$ cat config.mk
export PLATFORM = sky130hd
export DESIGN_NAME = fifo_sync_param
export DESIGN_NICKNAME = d
export VERILOG_FILES = /design/src/rtl/fifo_sync_param.sv
export SDC_FILE = /design/constraint.sdc
export NUM_CORES = 1
export LEC_CHECK = 0
export BUFFER_PORTS_ARGS = -buffer_cell sky130_fd_sc_hd__buf_2
export CAP_MARGIN = 25
export CORE_AREA = 2 2 82 84
export DETAILED_ROUTE_END_ITERATION = 12
export DIE_AREA = 0 0 84 86
export PLACE_DENSITY = 0.58
export SLEW_MARGIN = 20
export SYNTH_ARGS = -nofsm -noshare
export SYNTH_HDL_FRONTEND = slang
export SYNTH_SLANG_ARGS = --single-unit
$ cat constraint.sdc
create_clock -name clk -period 2.8 [get_ports clk]
set_clock_uncertainty 0.15 [all_clocks]
set_input_delay 0 -clock clk [delete_from_list [all_inputs] [get_ports clk]]
set_output_delay 0 -clock clk [all_outputs]
set_load 0.01 [all_outputs]
$ cat src/rtl/fifo_sync_param.sv
// fifo_sync_param: parameterised single-clock FIFO with a valid/ready producer
// side and a valid/yumi consumer side.
//
// Ports:
//   clk, reset_n     clock and synchronous active-low reset
//   flush_i          synchronous clear of pointers, count and err_o
//   valid_i, data_i  producer side. A push happens when valid_i & rdy.
//   rdy              FIFO has room (count != DEPTH)
//   valid_o, data_o  consumer side. data_o is the head entry.
//   yumi             consumer takes the head. Legal only while valid_o = 1.
//   count_o          occupancy, 0..DEPTH
//   almost_full_o    count_o >= AF_THRESH
//   almost_empty_o   count_o <= AE_THRESH
//   err_o            sticky flag: yumi was seen while the FIFO was empty
//
// Every output is decoded from registered state. No input reaches an output
// combinationally.
module fifo_sync_param #(
  parameter  int WIDTH     = 8,
  parameter  int DEPTH     = 6,
  parameter  int AF_THRESH = DEPTH - 1,
  parameter  int AE_THRESH = 1,
  localparam int CW        = $clog2(DEPTH + 1)
) (
  input  logic             clk,
  input  logic             reset_n,
  input  logic             flush_i,
  input  logic             valid_i,
  input  logic [WIDTH-1:0] data_i,
  output logic             rdy,
  output logic             valid_o,
  output logic [WIDTH-1:0] data_o,
  input  logic             yumi,
  output logic [CW-1:0]    count_o,
  output logic             almost_full_o,
  output logic             almost_empty_o,
  output logic             err_o
);

  localparam int PW = $clog2(DEPTH);
  localparam logic [CW-1:0] DEPTH_C = CW'(DEPTH);
  localparam logic [CW-1:0] AF_C    = CW'(AF_THRESH);
  localparam logic [CW-1:0] AE_C    = CW'(AE_THRESH);

  logic [WIDTH-1:0] mem [DEPTH];
  logic [PW-1:0]    wptr, rptr;
  logic [CW-1:0]    count;
  logic             err;
  logic             push, pop, clr;

  // The pointers wrap explicitly at DEPTH-1. With a non-power-of-two DEPTH,
  // natural binary rollover would index entries that do not exist.
  function automatic logic [PW-1:0] ptr_inc(input logic [PW-1:0] p);
    return (p == PW'(DEPTH - 1)) ? '0 : p + PW'(1);
  endfunction

  assign rdy     = (count != DEPTH_C);
  assign valid_o = (count != '0);
  assign push    = valid_i & rdy;
  assign pop     = yumi & valid_o;
  // Reset and flush do the same thing. Either one overrides any push or pop
  // in the same cycle.
  assign clr     = !reset_n || flush_i;

  always_ff @(posedge clk) begin
    if (clr) begin
      wptr  <= '0;
      rptr  <= '0;
      count <= '0;
      err   <= 1'b0;
    end else begin
      if (push) wptr <= ptr_inc(wptr);
      if (pop)  rptr <= ptr_inc(rptr);
      case ({push, pop})
        2'b10:   count <= count + CW'(1);
        2'b01:   count <= count - CW'(1);
        default: count <= count;
      endcase
      if (yumi && !valid_o) err <= 1'b1;
    end
  end

  // Storage is not reset. Stale entries are never exposed because valid_o
  // follows count.
  always_ff @(posedge clk) begin
    if (push && !clr) mem[wptr] <= data_i;
  end

  assign data_o         = mem[rptr];
  assign count_o        = count;
  assign almost_full_o  = (count >= AF_C);
  assign almost_empty_o = (count <= AE_C);
  assign err_o          = err;

  // Pointer distance modulo DEPTH. The value is ambiguous when wptr == rptr:
  // that case means either empty or full.
  logic [CW-1:0] ptr_dist;
  always_comb begin
    ptr_dist = '0;
    if (wptr >= rptr) ptr_dist = CW'(wptr - rptr);
    else              ptr_dist = CW'(DEPTH - int'(rptr) + int'(wptr));
  end

  a_count_ptr: assert property (@(posedge clk) disable iff (!reset_n)
    (count == ptr_dist) || ((wptr == rptr) && (count == DEPTH_C)));

endmodule

==> results.tsv <==
stage	metric	value	unit
hold_path	hold_path_class	in -> reg	
sta	max_slew_margin	58.6	%
worst_setup_path	path_depth	8	
logic_synthesis	synth_cells	150	
logic_synthesis	postSynth.asyncResetShare	0	%
logic_synthesis	synth_nets	169	
grt	antenna_found_initial	0	
sta	tightest_slew	0.620	ns
logic_synthesis	synth_cell_types	33	
worst_setup_path	cpLargestDelayFamily	adder cells	
cells_and_area	drive_gt1_share	34.0	%
grt	overflow	0	
placement	gp_congestion	0.746	
worst_setup_path	cp-end-kind	register	
cts	cts.htree.levels	3	
grt	grt_pass1_wl	7.33	mm
cts	root_buffer	clkbuf_8	
sta	rsz0062_at_grt	no	
cts	holdBufCountCts	13	
worst_setup_path	r2r_end	count_o[2]$_SDFFE_PP0P_	
pwr	power_density	597	nW/um^2
worst_setup_path	reg2reg_slack	0.52	ns
cts	cts_buffer_depth	2	
cts	insertion_delay	0.32	ns
drt	drt_iter0_markers	64	
worst_setup_path	r2r_start	count_o[0]$_SDFFE_PP0P_	
floorplanning	fp.dieW	84	um
logic_synthesis	synth_ff_type	edfxtp_1	
grt	grt_pass1_vias	1428	
sta	setup_violations	0	
logic_synthesis	yosysTopAreaCellShare	57.8	%
floorplanning	start_util	39.7	%
worst_setup_path	cp.arrival	2.39	ns
sta	max_freq	0.439	GHz
worst_setup_path	reg2reg_depth	8	
placement	placed_cells	257	
cells_and_area	antennaDiodeCount	0	
logic_synthesis	yosys_warnings	0	
drt	via_count	1441	
sta	finalHoldViolCount	0	
cts	post_cts_buffers	0	
cts	clock_sinks	61	
logic_synthesis	avgSynthCellArea	16.6	um^2
worst_setup_path	path_buf_inv	3	
cts	cts_buffers	9	
pwr	power.leakage	1.12	nW
drt	drc	0	
drt	wl	4.52	mm
floorplanning	io_pins	29	
cells_and_area	n_fill_cell	547	
drt	postRouteAntennaNets	0	
floorplanning	core_area	6280	um^2
logic_synthesis	netlist_top_cells_count	48 x edfxtp_1, 13 x dfxtp_1, 12 x nor2_1, 8 x mux4_2	
worst_setup_path	worstPathMaxFanout	6	
cells_and_area	nets	223	
drt	dr.pass1.iters	5	
pwr	ir_worst_vdd	0.000228	V
worst_setup_path	path_class	reg -> reg	
logic_synthesis	synth_top_area_cell	edfxtp_1	
logic_synthesis	synth_edf_count	48	
placement	hpwl	2.88	mm
sta	min_period_over_period	81.4	%
worst_setup_path	cpMaxStageDelayCell	dfxtp_1	
drt	wl_per_cell	15.8	um
drt	via_per_inst	5.04	
outcome	status	finished clean	
logic_synthesis	ys_seq_area_share	68.2	%
floorplanning	die_h	86	um
worst_setup_path	cp_slowest_stage_delay	0.44	ns
cells_and_area	area_delta_synth_final	22.9	%
worst_setup_path	path_cells	inv_1, ha_1, a21boi_0, buf_4, inv_1, ha_1, or3_1, a21oi_1	
grt	gr-usage-all-layers	13.9	%
cts	clk_pin_slew	0.06	ns
floorplanning	dieArea	7220	um^2
worst_setup_path	crit_path_end	count_o[2]$_SDFFE_PP0P_	
logic_synthesis	netlist_area	2490	um^2
run	maxCapViolations	0	
sta	maxSlewViolCount	0	
placement	port_buffers	28	
worst_setup_path	critPathLaunch	count_o[0]$_SDFFE_PP0P_	
worst_setup_path	cp.required	2.91	ns
grt	grt_max_degree	17	
worst_setup_path	start_kind	register	
logic_synthesis	synth_area_leaders	edfxtp_1 58%, dfxtp_1 10%, mux4_2 7.2%, mux2_4 3.6%, ha_1 3.0%	
cts	cts_tree	built	
sta	hold_slack	0.0876	ns
cts	cts.repair.resized	0	
floorplanning	core.rowCount	29	
cells_and_area	instances_no_fill	286	
logic_synthesis	synth.most_common_cell	edfxtp_1	
sta	setup_tns	0	ns
logic_synthesis	ys_seq_elements	61	
sta	period_needed	2.28	ns
worst min path at each step:
stage,start,endpoint,slack [ns],cells past startpoint
global placement,data_i[3],mem[5][3]$_DFFE_PP_,0.08,1
global route,valid_i,wptr[0]$_SDFFE_PP0P_,0.09,5
finish,valid_i,wptr[0]$_SDFFE_PP0P_,0.09,5
floorplan,data_i[0],mem[0][0]$_DFFE_PP_,-0.05,0
CTS,valid_i,wptr[0]$_SDFFE_PP0P_,0.07,5
detailed placement,data_i[6],mem[3][6]$_DFFE_PP_,0.1,1
layout make-up:
class | instances | area, um^2 | share of cell area (%)
clock buffer | 15 | 186 | 6.08
clock inverter | 1 | 5.00 | 0.163
inverter | 5 | 18.8 | 0.612
multi-input combinational | 78 | 727 | 23.7
sequential | 61 | 1700 | 55.5
tap | 77 | 96.3 | 3.14
timing repair buffer | 49 | 330 | 10.8
sequential cells by signal, indices dropped and copies added (netlist names), named ones only:
register,cells
mem,48
count_o,3
rptr,3
wptr,3
err_o,1
cell usage in the layout, fill, tap and decap left out, drive strengths merged, types with 4 or more instances in the layout:
| cell type | instances |
|---|---|
| clkbuf | 15 |
| inv | 5 |
| mux2 | 16 |
| ha | 6 |
| a21oi | 6 |
| mux4 | 8 |
| nor2 | 12 |
| nand2 | 4 |
| edfxtp | 48 |
| dfxtp | 13 |
| dlygate4sd3 | 13 |
| buf | 36 |
| o21ai | 4 |
metal layers:
layer,routed length (um),part of all wire [%],track usage [%],up-vias
met1,2020,45,17.5,717
met2,2250,50,22.0,39
met3,179,4.0,4.33,9
met5,0,0,0,-
li1,-,-,-,676
met4,71,1.6,6.60,0
logic make-up (layout without fill, tap and decap cells):
family,after synthesis,in the layout,share of synthesized area (%)
buffers and inverters,11,70,2.66
adder cells (fa/ha/maj),6,6,3.01
flip-flops,61,61,68.2
AND/OR/NAND/NOR,29,29,5.87
XOR/XNOR,3,3,1.05
AO/OA/AOI/OAI,15,15,3.46
multiplexers,25,25,15.7
tightest hold or removal path, stage by stage:
cell and delay (ns):
buf_2 0.07, a21boi_0 0.16, buf_4 0.16, xnor2_1 0.06
nor2_1 0.08
report_power, final:
group          leakage, nW  internal, mW  total (mW)  switching, mW
logic                0.477        0.0553       0.110         0.0545
registers            0.538         0.986       0.995        0.00918
clock network       0.0997         0.418       0.727          0.309
total                 1.12          1.46        1.83          0.373
through the flow:
stage	utilization, %	area, um^2	setup WS (ns)	power (mW)
final	48.8	3070	0.521	1.83
after global routing	48.8	3070	0.346	1.91
after CTS	48.8	3070	0.507	1.85
after floorplan	-	2490	0.453	1.07
after global placement	43.7	2740	0.662	1.10
after detailed placement	43.7	2740	0.525	1.11
No activity file was read; power rests on OpenSTA's default activity.
